$ cat src/rtl/dbg_cmd_bridge_pkg.sv
// Shared types and protocol constants for the host-to-debug-bus command bridge.
package dbg_cmd_bridge_pkg;

   typedef logic [3:0]  seg_t;
   typedef logic [11:0] seg_addr_t;

   // Debug-bus address: segment select on top, 12-bit offset within the segment.
   typedef struct packed {
      seg_t      seg;
      seg_addr_t addr;
   } addr_t;

   localparam logic [7:0] OP_WR    = 8'h57;
   localparam logic [7:0] OP_RD    = 8'h52;
   localparam logic [7:0] OP_BURST = 8'h42;
   localparam logic [7:0] RSP_ACK  = 8'h4B;
   localparam logic [7:0] RSP_NAK  = 8'h3F;

   typedef enum logic [2:0] {
      IDLE,
      ADDR_HI,
      ADDR_LO,
      LEN,
      DATA,
      WRITE,
      RD_WAIT,
      RESP
   } bridge_state_e;

   function automatic logic is_valid_op(input logic [7:0] op);
      return (op == OP_WR) || (op == OP_RD) || (op == OP_BURST);
   endfunction

endpackage

$ cat src/rtl/dbg_cmd_bridge_if.sv
// Host byte stream, response byte stream and debug-bus signals of the bridge.
interface dbg_cmd_bridge_if;
   import dbg_cmd_bridge_pkg::*;

   logic [7:0] rx_data;
   logic       rx_valid;
   logic       rx_ready;
   logic [7:0] tx_data;
   logic       tx_valid;
   logic       tx_ready;
   addr_t      dbg_addr;
   logic       dbg_wen;
   logic [7:0] dbg_wdata;
   logic [7:0] dbg_rdata;

   // Bridge side.
   modport master (
      input  rx_data, rx_valid, tx_ready, dbg_rdata,
      output rx_ready, tx_data, tx_valid, dbg_addr, dbg_wen, dbg_wdata
   );

   // Host link and debug controller side.
   modport slave (
      output rx_data, rx_valid, tx_ready, dbg_rdata,
      input  rx_ready, tx_data, tx_valid, dbg_addr, dbg_wen, dbg_wdata
   );

endinterface

$ cat src/rtl/dbg_cmd_bridge.sv
// Parses host command bytes (write, read, burst write) into debug-bus cycles
// and returns one response byte per command.
module dbg_cmd_bridge
   import dbg_cmd_bridge_pkg::*;
#(
   parameter int RD_LAT      = 1,
   parameter int TIMEOUT_CYC = 1000000
) (
   input  logic             clk,
   input  logic             rst,
   dbg_cmd_bridge_if.master bus,
   output logic             busy,
   output logic             err_timeout
);

   localparam int TW = $clog2(TIMEOUT_CYC + 1);

   bridge_state_e state, state_nxt;
   logic [7:0]    op;
   logic [7:0]    cnt;
   logic [TW-1:0] gap;
   logic          accept;
   logic          gap_expired;
   logic          rd_done;
   logic          burst_done;

   assign accept      = bus.rx_valid && bus.rx_ready;
   // Abort when the idle cycle that is ending is the TIMEOUT_CYC-th one.
   assign gap_expired = (gap == TW'(TIMEOUT_CYC - 1));
   // In RD_WAIT the gap counter doubles as the read-latency counter.
   assign rd_done     = (gap == TW'(RD_LAT));
   assign burst_done  = (op == OP_WR) || (cnt == 8'd0);

   // Handshake and status outputs decoded from the current state.
   always_comb begin
      bus.rx_ready = state inside {IDLE, ADDR_HI, ADDR_LO, LEN, DATA};
      bus.tx_valid = (state == RESP);
      // The debug controller may not share this reset, so the strobe is gated
      // off combinationally to keep a reset edge from committing a write.
      bus.dbg_wen  = (state == WRITE) && !rst;
      busy         = (state != IDLE);
   end

   // State register.
   always_ff @(posedge clk) begin
      // NOTE: state elements use non-blocking assignments so every flop samples
      // the pre-edge values, independent of process ordering.
      if (rst) state <= IDLE;
      else     state <= state_nxt;
   end

   // Next-state decode.
   always_comb begin
      // NOTE: default assigned first so no path leaves state_nxt unassigned,
      // which would otherwise infer a latch.
      state_nxt = state;
      case (state)
         IDLE:    if (accept) state_nxt = is_valid_op(bus.rx_data) ? ADDR_HI : RESP;
         ADDR_HI: if (accept) state_nxt = ADDR_LO;
                  else if (gap_expired) state_nxt = IDLE;
         ADDR_LO: if (accept) begin
                     if (op == OP_RD)         state_nxt = RD_WAIT;
                     else if (op == OP_BURST) state_nxt = LEN;
                     else                     state_nxt = DATA;
                  end else if (gap_expired) state_nxt = IDLE;
         LEN:     if (accept) state_nxt = DATA;
                  else if (gap_expired) state_nxt = IDLE;
         DATA:    if (accept) state_nxt = WRITE;
                  else if (gap_expired) state_nxt = IDLE;
         WRITE:   state_nxt = burst_done ? RESP : DATA;
         RD_WAIT: if (rd_done) state_nxt = RESP;
         RESP:    if (bus.tx_ready) state_nxt = IDLE;
         default: state_nxt = IDLE;
      endcase
   end

   // Command datapath: opcode, address, data, burst count, gap timer, response.
   always_ff @(posedge clk) begin
      if (rst) begin
         op            <= 8'h00;
         cnt           <= 8'h00;
         gap           <= '0;
         bus.dbg_addr  <= '0;
         bus.dbg_wdata <= 8'h00;
         bus.tx_data   <= 8'h00;
         err_timeout   <= 1'b0;
      end else begin
         if (accept || (state_nxt != state)) gap <= '0;
         else if (state inside {ADDR_HI, ADDR_LO, LEN, DATA, RD_WAIT}) gap <= gap + TW'(1);

         case (state)
            IDLE: if (accept) begin
               op <= bus.rx_data;
               if (is_valid_op(bus.rx_data)) err_timeout <= 1'b0;
               else                          bus.tx_data <= RSP_NAK;
            end
            ADDR_HI: begin
               if (accept) bus.dbg_addr <= {bus.rx_data, bus.dbg_addr[7:0]};
               else if (gap_expired) err_timeout <= 1'b1;
            end
            ADDR_LO: begin
               if (accept) bus.dbg_addr <= {bus.dbg_addr[15:8], bus.rx_data};
               else if (gap_expired) err_timeout <= 1'b1;
            end
            LEN: begin
               if (accept) cnt <= bus.rx_data;
               else if (gap_expired) err_timeout <= 1'b1;
            end
            DATA: begin
               if (accept) bus.dbg_wdata <= bus.rx_data;
               else if (gap_expired) err_timeout <= 1'b1;
            end
            WRITE: begin
               if (burst_done) begin
                  bus.tx_data <= RSP_ACK;
               end else begin
                  cnt               <= cnt - 8'd1;
                  bus.dbg_addr.addr <= bus.dbg_addr.addr + 12'd1;
               end
            end
            RD_WAIT: if (rd_done) bus.tx_data <= bus.dbg_rdata;
            default: ;
         endcase
      end
   end

endmodule

$ cat src/flat_wrapper.sv
// flat-port wrapper written by rule: the top's interface ports become plain ports
module dbg_cmd_bridge_flat import dbg_cmd_bridge_pkg::*;
#(
   parameter int RD_LAT      = 1,
   parameter int TIMEOUT_CYC = 1000000
)
  (clk, rst, busy, err_timeout, bus_rx_data, bus_rx_valid, bus_tx_ready, bus_dbg_rdata, bus_rx_ready, bus_tx_data, bus_tx_valid, bus_dbg_addr, bus_dbg_wen, bus_dbg_wdata);
  dbg_cmd_bridge_if bus_i ();
  input  logic clk;
  input  logic rst;
  output logic busy;
  output logic err_timeout;
  input wire logic [$bits(bus_i.rx_data)-1:0] bus_rx_data;
  input wire logic [$bits(bus_i.rx_valid)-1:0] bus_rx_valid;
  input wire logic [$bits(bus_i.tx_ready)-1:0] bus_tx_ready;
  input wire logic [$bits(bus_i.dbg_rdata)-1:0] bus_dbg_rdata;
  output wire logic [$bits(bus_i.rx_ready)-1:0] bus_rx_ready;
  output wire logic [$bits(bus_i.tx_data)-1:0] bus_tx_data;
  output wire logic [$bits(bus_i.tx_valid)-1:0] bus_tx_valid;
  output wire logic [$bits(bus_i.dbg_addr)-1:0] bus_dbg_addr;
  output wire logic [$bits(bus_i.dbg_wen)-1:0] bus_dbg_wen;
  output wire logic [$bits(bus_i.dbg_wdata)-1:0] bus_dbg_wdata;
  assign bus_i.rx_data = bus_rx_data;
  assign bus_i.rx_valid = bus_rx_valid;
  assign bus_i.tx_ready = bus_tx_ready;
  assign bus_i.dbg_rdata = bus_dbg_rdata;
  assign bus_rx_ready = bus_i.rx_ready;
  assign bus_tx_data = bus_i.tx_data;
  assign bus_tx_valid = bus_i.tx_valid;
  assign bus_dbg_addr = bus_i.dbg_addr;
  assign bus_dbg_wen = bus_i.dbg_wen;
  assign bus_dbg_wdata = bus_i.dbg_wdata;
  dbg_cmd_bridge #(.RD_LAT(RD_LAT), .TIMEOUT_CYC(TIMEOUT_CYC)) u_core (.clk(clk), .rst(rst), .bus(bus_i), .busy(busy), .err_timeout(err_timeout));
endmodule
$ cat config.mk
export PLATFORM = sky130hd
export DESIGN_NAME = dbg_cmd_bridge_flat
export DESIGN_NICKNAME = d
export VERILOG_FILES = /design/src/rtl/dbg_cmd_bridge_pkg.sv /design/src/rtl/dbg_cmd_bridge_if.sv /design/src/rtl/dbg_cmd_bridge.sv /design/src/flat_wrapper.sv
export SDC_FILE = /design/constraint.sdc
export NUM_CORES = 1
export LEC_CHECK = 0
export ABC_AREA = 0
export ABC_CLOCK_PERIOD_IN_PS = 3100
export BUFFER_PORTS_ARGS = -buffer_cell sky130_fd_sc_hd__buf_2
export CAP_MARGIN = 20
export CORE_MARGIN = 2
export CORE_UTILIZATION = 35
export DETAILED_ROUTE_END_ITERATION = 7
export SETUP_SLACK_MARGIN = 0.2
export SLEW_MARGIN = 20
export SYNTH_ARGS = -nofsm -noshare
export SYNTH_HDL_FRONTEND = slang
export SYNTH_SLANG_ARGS = --single-unit
$ cat constraint.sdc
create_clock -name clk -period 3.1 [get_ports clk]
set_input_delay 0.31 -clock clk [delete_from_list [all_inputs] [get_ports clk]]
set_output_delay 0.31 -clock clk [all_outputs]
set_load 0.01 [all_outputs]
==> results of run 1 <==
==> state kept, by name, summed over array words and instances, names as in the netlist <==
| register | flops |
|---|---|
| u_core.bus.dbg_addr | 16 |
| u_core.bus.dbg_wdata | 8 |
| u_core.bus.tx_data | 8 |
| u_core.cnt | 8 |
| u_core.err_timeout | 1 |
| u_core.gap | 20 |
| u_core.op | 8 |
| u_core.state | 3 |
==> per-layer routing <==
metal | up-vias | GRT usage [%] | share of wire [%]
met5 | - | 0 | 0
met4 | 0 | 6.215 | 1.3
met3 | 12 | 4.316 | 5.0
met2 | 91 | 27.67 | 45
met1 | 1662 | 25.23 | 49
li1 | 1827 | - | -
==> cells in the final DEF, fill, tap and decap left out, types with 4 or more instances in the layout <==
cell and n:
sky130_fd_sc_hd__a22oi_1 6, sky130_fd_sc_hd__mux2i_1 4, sky130_fd_sc_hd__a21oi_1 40, sky130_fd_sc_hd__a211oi_1 13, sky130_fd_sc_hd__nand2_1 84, sky130_fd_sc_hd__dfxtp_1 72
sky130_fd_sc_hd__xnor2_1 10, sky130_fd_sc_hd__xor2_1 8, sky130_fd_sc_hd__nor4_1 6, sky130_fd_sc_hd__nor3_1 24, sky130_fd_sc_hd__ha_1 4, sky130_fd_sc_hd__clkbuf_8 12
sky130_fd_sc_hd__or3_1 5, sky130_fd_sc_hd__buf_4 11, sky130_fd_sc_hd__and3_1 7, sky130_fd_sc_hd__inv_1 12, sky130_fd_sc_hd__nand4_1 8, sky130_fd_sc_hd__nand3_1 17
sky130_fd_sc_hd__buf_2 56, sky130_fd_sc_hd__nor2b_1 7, sky130_fd_sc_hd__o21ai_0 25, sky130_fd_sc_hd__nor2_1 68
==> metrics by stage <==
| stage | power, uW | cell area (sq um) | instances | hold slack, ps | worst slack, ps |
|---|---|---|---|---|---|
| finish | 3084 | 4294 | 681 | 231.3 | 485.2 |
| floorplan | 2062 | 3716 | 494 | 431.8 | 717.2 |
| global placement | 2393 | 4119 | 667 | 436.8 | 487.8 |
| detailed placement | 2407 | 4119 | 667 | 441.9 | 436.5 |
| CTS | 3096 | 4292 | 681 | 213.4 | 411.6 |
| global route | 3324 | 4294 | 681 | 231.8 | 270.8 |
==> area by class of cell <==
type,instances,share of cell area [%]
flip-flops and latches,72,33.57
multi-input cells,380,48.95
well taps,136,3.963
inverters,12,1.049
repair buffers,67,8.450
clock buffers,14,4.021
==> power by group <==
part / switching, uW / internal [uW] / leakage, uW / total (uW)
Combinational: 750 / 456 / 0.000917 / 1210
Sequential: 135 / 1060 / 0.000584 / 1200
Clock: 332 / 349 / 0.0000886 / 681
Total: 1220 / 1870 / 0.00159 / 3080
==> cell families (layout without fill, tap and decap cells) <==
| kind of cell | after synthesis | after routing | synth area share [%] |
|---|---|---|---|
| simple gates | 244 | 244 | 31.01 |
| compound gates | 110 | 110 | 18.82 |
| flops | 72 | 72 | 38.79 |
| buf+inv | 42 | 93 | 4.714 |
| xor+xnor | 18 | 18 | 4.242 |
| fa+ha+maj | 4 | 4 | 1.347 |
| mux | 4 | 4 | 1.077 |
==> worst max-delay path, cell delays in order (launching register included) <==
cell                       delay [ps]
sky130_fd_sc_hd__dfxtp_1          390
sky130_fd_sc_hd__inv_1             80
sky130_fd_sc_hd__ha_1             220
sky130_fd_sc_hd__nor3b_1          170
sky130_fd_sc_hd__and3_1           200
sky130_fd_sc_hd__o21ai_0          190
sky130_fd_sc_hd__o311ai_0         290
sky130_fd_sc_hd__o21ai_0          230
sky130_fd_sc_hd__or3b_4           470
sky130_fd_sc_hd__buf_4            210
sky130_fd_sc_hd__nor2_1           110
==> worst min path at each step <==
stage,from,to,slack (ps),cells past startpoint
2_1_floorplan,u_core.op[5],u_core.op[5],430,2
3_3_place_gp,u_core.bus.tx_data[1],u_core.bus.tx_data[1],440,2
3_5_place_dp,u_core.bus.tx_data[7],u_core.bus.tx_data[7],440,2
4_1_cts,bus_dbg_rdata[7],u_core.bus.tx_data[7],210,3
5_1_grt,bus_dbg_rdata[7],u_core.bus.tx_data[7],230,3
6_report,bus_dbg_rdata[7],u_core.bus.tx_data[7],230,3
==> metrics.cfg, run 1 <==
[yosys]
synth_warnings = 0
yosysMostFrequentCell = sky130_fd_sc_hd__nand2_1
synth_seq_cells = 72
netlist_top_cells_count = sky130_fd_sc_hd__nand2_1 (84), sky130_fd_sc_hd__dfxtp_1 (72), sky130_fd_sc_hd__nor2_1 (68)
syn_area_per_cell_sq_um = 7.522
async_flop_share_pct = 0
area_share_of_the_largest_cell_type_after_synthesis_pct = 38.79
ys_seq_area_share_pct = 38.79
synth_cell_types = 51
yosys.area.top_type = sky130_fd_sc_hd__dfxtp_1
number_of_synthesized_flops_with_an_enable_pin = 0
netlist_instances = 494
synth_area_sq_mm = 0.003716
ys.flop_type = sky130_fd_sc_hd__dfxtp_1
synth_nets = 518
synth_top_cells_by_area = sky130_fd_sc_hd__dfxtp_1 (39%), sky130_fd_sc_hd__nand2_1 (8.5%), sky130_fd_sc_hd__nor2_1 (6.9%)

[timing]
timing.clock.skew_ps = 5.547
finalCriticalPeriod_ps = 2615
report.final.slew_viol_count = 0
maxClockFrequency_mhz = 382.4
period_share_pct = 84.35
max_slew.worst_pin.slew_ps = 769.1
hold_viol_final = 0
timing.max_slew.rel_slack_pct = 48.07
final-setup-viol-count = 0
fin_tns_setup_ps = 0
grt_setup_unrepaired = no

[cells_and_area]
diodes = 0
fraction_of_layout_cells_with_a_size_suffix_above_1_pct = 15.41
postLayoutCoreUtil_pct = 41.60
layout-area-overhead-vs-synth_pct = 15.56
layout.area.seq_sq_mm = 0.001441
finish.net_count = 566
multiInputGateArea_sq_mm = 0.002102
num-fill-cells = 1041

[cts]
clock_latency_ps = 340
clock_buffer_count_from_cts = 9
clock_edge_transition_at_the_registers_on_the_reported_setup_and_hold_paths_ps = 70
clockBufferDepth = 2
cts_tree = built
cts_resized = 0
cts.htree.levels = 3
root_buffer = sky130_fd_sc_hd__clkbuf_8
post_cts_buffers = 0
post_cts_hold_buffer_count = 0
cts.sink_count = 72

[die]
core_area_sq_mm = 0.01032
dieWidth_um = 107.0
cell_rows = 37
die_outline_area_sq_mm = 0.01146
floorplan.io_pins = 57
starting_utilization_of_the_core_area_pct = 36.00
die_extent_in_y_um = 107.0

[worst_setup_path]
crit_start = u_core.cnt[0]
worst-endpoint-required_ps = 3380
reg2reg_depth = 10
rr_endpoint = u_core.gap[15]
r2r_slack_ps = 490
regToRegStartpoint = u_core.cnt[0]
worstSetupPathType = flop to flop
worst_setup_path_end_kind = flop
critical_path.startpoint_type = flop
crit_path_end = u_core.gap[15]
timing.critical_path.arrival_ps = 2900
crit_path_max_fanout = 13

[pwr]
cellLeakagePower_uw = 0.001590
power_per_cell_area_mw_per_mm2 = 718.1
max-vdd-ir-drop_mv = 0.3294

[detailed_routing]
drcViolationCount = 0
drt_wl_total_um = 9853
avgRoutedWirePerCell_um = 14.47
drt-vias-per-instance = 5.275
first_iter_violations = 215
drt_pass1_iterations = 5
detailroute.via_count = 3592
ant_nets = 0

[place]
buffer_ports.inserted = 56
place.gp.congestion = 0.8696
detailedPlacementHpwl_um = 6930

[global_routing]
wire_length_of_the_first_global_routing_pass_um = 16700
grt_max_degree = 38
grt_overflow = 0
grt_antenna_before_repair = 0
grt_use_total_pct = 18.21
grt_pass1_vias = 3439

[run_status]
status = completed

[job]
drv_cap = 0

[worst_hold_path]
timing.hold.worst.class = input port to flop

Power figures use the tool's default switching activity.
==> inputs of run 2 (changes only) <==
ABC_CLOCK_PERIOD_IN_PS = 2300   (was 3100)
clock period = 2.3 ns   (was 3.1 ns; I/O delays follow)
==> run 2 against run 1 <==
The flow now finishes with violations (negative setup slack). Power grew 57%. Non-clock buffer count grew 55. Maximum frequency grew 13%. Register-to-register slack lost 490 ps. Die area is the same. Cell area grew 16%. Critical path depth shrank 1. Critical path type unchanged.
==> metrics.cfg, run 2 (synthesized netlist as in run 1, its figures left out) <==
[cts]
cts.htree.levels = 3  ; unchanged
post_cts_hold_buffer_count = 0  ; unchanged
root_buffer = sky130_fd_sc_hd__clkbuf_8
clock_buffer_count_from_cts = 9  ; unchanged
clock_edge_transition_at_the_registers_on_the_reported_setup_and_hold_paths_ps = 70  ; about the same
clockBufferDepth = 2  ; unchanged
cts_tree = built
clock_latency_ps = 350  ; about the same
cts.sink_count = 72  ; unchanged

[cells_and_area]
layout_top_registers = u_core.gap x20, u_core.bus.dbg_addr x16
commonest_cells_after_routing_fill_and_taps_aside = sky130_fd_sc_hd__nand2_1 (83), sky130_fd_sc_hd__dfxtp_1 (69), sky130_fd_sc_hd__nor2_1 (62)
finish.net_count = 622  ; +9.9%
fraction_of_layout_cells_with_a_size_suffix_above_1_pct = 28.90  ; +13 points
postLayoutCoreUtil_pct = 48.33  ; +6.7 points
largest_register_ffs = 20  ; unchanged
num-fill-cells = 1007  ; -3.3%
layout_commonest_cell = sky130_fd_sc_hd__nand2_1
largest-register = u_core.gap
layout-area-overhead-vs-synth_pct = 34.28

[timing]
finalCriticalPeriod_ps = 2305  ; -310.0 ps
minimum_hold_slack_ps = 147.7  ; -83.62 ps
timing.clock.skew_ps = 16.23  ; +10.68 ps
final-setup-viol-count = 4  ; +4
max_slew.worst_pin.slew_ps = 619.6  ; -149.5 ps
grt_setup_unrepaired = yes
timing.max_slew.rel_slack_pct = 58.69  ; +11 points
period_share_pct = 100.2  ; +16 points
report.final.slew_viol_count = 0  ; unchanged
fin_tns_setup_ps = -11.64  ; -11.64 ps
maxClockFrequency_mhz = 433.9  ; +13%
hold_viol_final = 0  ; unchanged
setup_ws_ps = -4.754  ; -490.0 ps

[pwr]
power.combinational.fraction_pct = 46.5  ; +7.4 points
share_clk_of_total_power_pct = 21.2  ; -0.9 points
max-vdd-ir-drop_mv = 0.4917  ; +49%
power_per_cell_area_mw_per_mm2 = 972.2  ; +35%
swShare_pct = 37.66  ; -1.8 points
internal_power_uw = 3024  ; +62%
power.net_switching_uw = 1827  ; +50%
pwr-share-seq_pct = 32.3  ; -6.5 points
cellLeakagePower_uw = 0.001952  ; +23%

[detailed_routing]
avgRoutedWirePerCell_um = 14.94  ; +3.3%
first_iter_violations = 160  ; -26%
ant_nets = 0  ; unchanged
detailroute.via_count = 3990  ; +11%
drt_pass1_iterations = 4  ; -1
drt_wl_total_um = 11040  ; +12%
drcViolationCount = 0  ; unchanged
drt-vias-per-instance = 5.399  ; +2.4%

[die]
cell_rows = 37  ; unchanged
dieWidth_um = 107.0  ; unchanged
die_outline_area_sq_mm = 0.01146  ; unchanged
die_extent_in_y_um = 107.0  ; unchanged
floorplan.io_pins = 57  ; unchanged
starting_utilization_of_the_core_area_pct = 36.00  ; unchanged
core_area_sq_mm = 0.01032  ; unchanged

[run_status]
violated_checks = negative setup slack
status = complete, but fails checks

[worst_setup_path]
crit_path_max_fanout = 9  ; -4
critical_path.startpoint_type = flop
worst_setup_path_end_kind = flop
worst-endpoint-required_ps = 2580  ; -800 ps
worstSetupPathType = flop to flop
timing.critical_path.arrival_ps = 2590  ; -310 ps

[global_routing]
grt_max_degree = 52  ; +37%
grt_overflow = 0  ; unchanged
grt_pass1_vias = 3596  ; +4.6%
grt.met3_usage_pct = 4.377  ; +0.061 points
grt_use_total_pct = 19.09  ; +0.88 points
use_met1_pct = 25.32  ; +0.084 points
grt_antenna_before_repair = 1  ; +1
wire_length_of_the_first_global_routing_pass_um = 17610  ; +5.4%
global_route.peak_usage_layer = met2
grt_util_met2_pct = 30.61  ; +2.9 points

[place]
buffer_ports.inserted = 56  ; unchanged
detailedPlacementHpwl_um = 7728  ; +12%
place.gp.congestion = 0.8702  ; about the same

[worst_hold_path]
timing.hold.worst.class = input port to flop

[job]
drv_cap = 0  ; unchanged

-- run 2: changes by cell type in the layout (fill, tap and decap cells not counted), sizes merged --
cell / previous run / this run
clkbuf: 14 / 15
clkinv: 0 / 1
diode: 0 / 1
bufinv: 0 / 1
or3b: 2 / 3
buf: 67 / 120
-- run 2: through the flow --
step / power, uW / std cells / setup slack, ps / cell area (sq um)
after floorplan: 2785 / 494 / 10.24 / 3726
after global placement: 3508 / 716 / -58.22 / 4509
after detailed placement: 3543 / 716 / -107.6 / 4509
after CTS: 4692 / 732 / -22.31 / 4786
after global routing: 5173 / 738 / -99.24 / 4987
final: 4851 / 739 / -4.754 / 4990
-- run 2: what timing repair did --
item | 4_1_cts | 5_1_grt
resized for setup | 22 | 31
setup buffers | 0 | 4
pin swaps | 2 | 5
cloned | 1 | 2
endpoints found under the setup margin | 43 | 46
-- run 2: path summary, 6_finish.rpt --
path / startpoint / cells after the start / slack [ps] / endpoint
worst max-delay path: u_core.state[0] / 9 / -5 / u_core.gap[17]
worst min-delay path: bus_dbg_rdata[7] / 3 / 150 / u_core.bus.tx_data[7]
worst max register to register: u_core.state[0] / 9 / -5 / u_core.gap[17]
worst min register to register: u_core.op[3] / 2 / 460 / u_core.op[3]
-- run 2: final cells by class --
cell class,count,area [sq um],share of cell area (%)
inverters,12,45.04,0.9027
repair buffers,122,858.3,17.20
diodes,1,2.502,0.05015
well taps,136,170.2,3.410
clock buffers,13,158.9,3.185
flip-flops and latches,72,1448,29.01
clock inverters,2,38.79,0.7773
multi-input cells,381,2268,45.46
-- run 2: layer usage --
layer | wire length (um) | up-vias | share of wire, %
li1 | - | 1950 | -
met1 | 5053 | 1896 | 46
met2 | 5058 | 130 | 46
met3 | 749 | 14 | 6.8
met4 | 179 | 0 | 1.6
met5 | 0 | - | 0
-- run 2: worst max-delay path: stages, from the launching register on --
cell and delay [ps]:
sky130_fd_sc_hd__dfxtp_4 360, sky130_fd_sc_hd__o21ai_0 280, sky130_fd_sc_hd__and2_1 230, sky130_fd_sc_hd__nor4b_2 60, sky130_fd_sc_hd__buf_4 150, sky130_fd_sc_hd__nor4_4 290, sky130_fd_sc_hd__o221ai_1 150, sky130_fd_sc_hd__or3b_4 460
sky130_fd_sc_hd__buf_6 170, sky130_fd_sc_hd__nor2_1 90
-- run 2: power groups by stage --
stage / Combinational, uW / Clock [uW] / Sequential [uW]
6_report: 2250 / 1030 / 1570
5_1_grt: 2480 / 1110 / 1590
4_1_cts: 2090 / 1040 / 1560
3_5_place_dp: 1960 / 0 / 1580
3_3_place_gp: 1930 / 0 / 1570
2_1_floorplan: 1170 / 0 / 1620
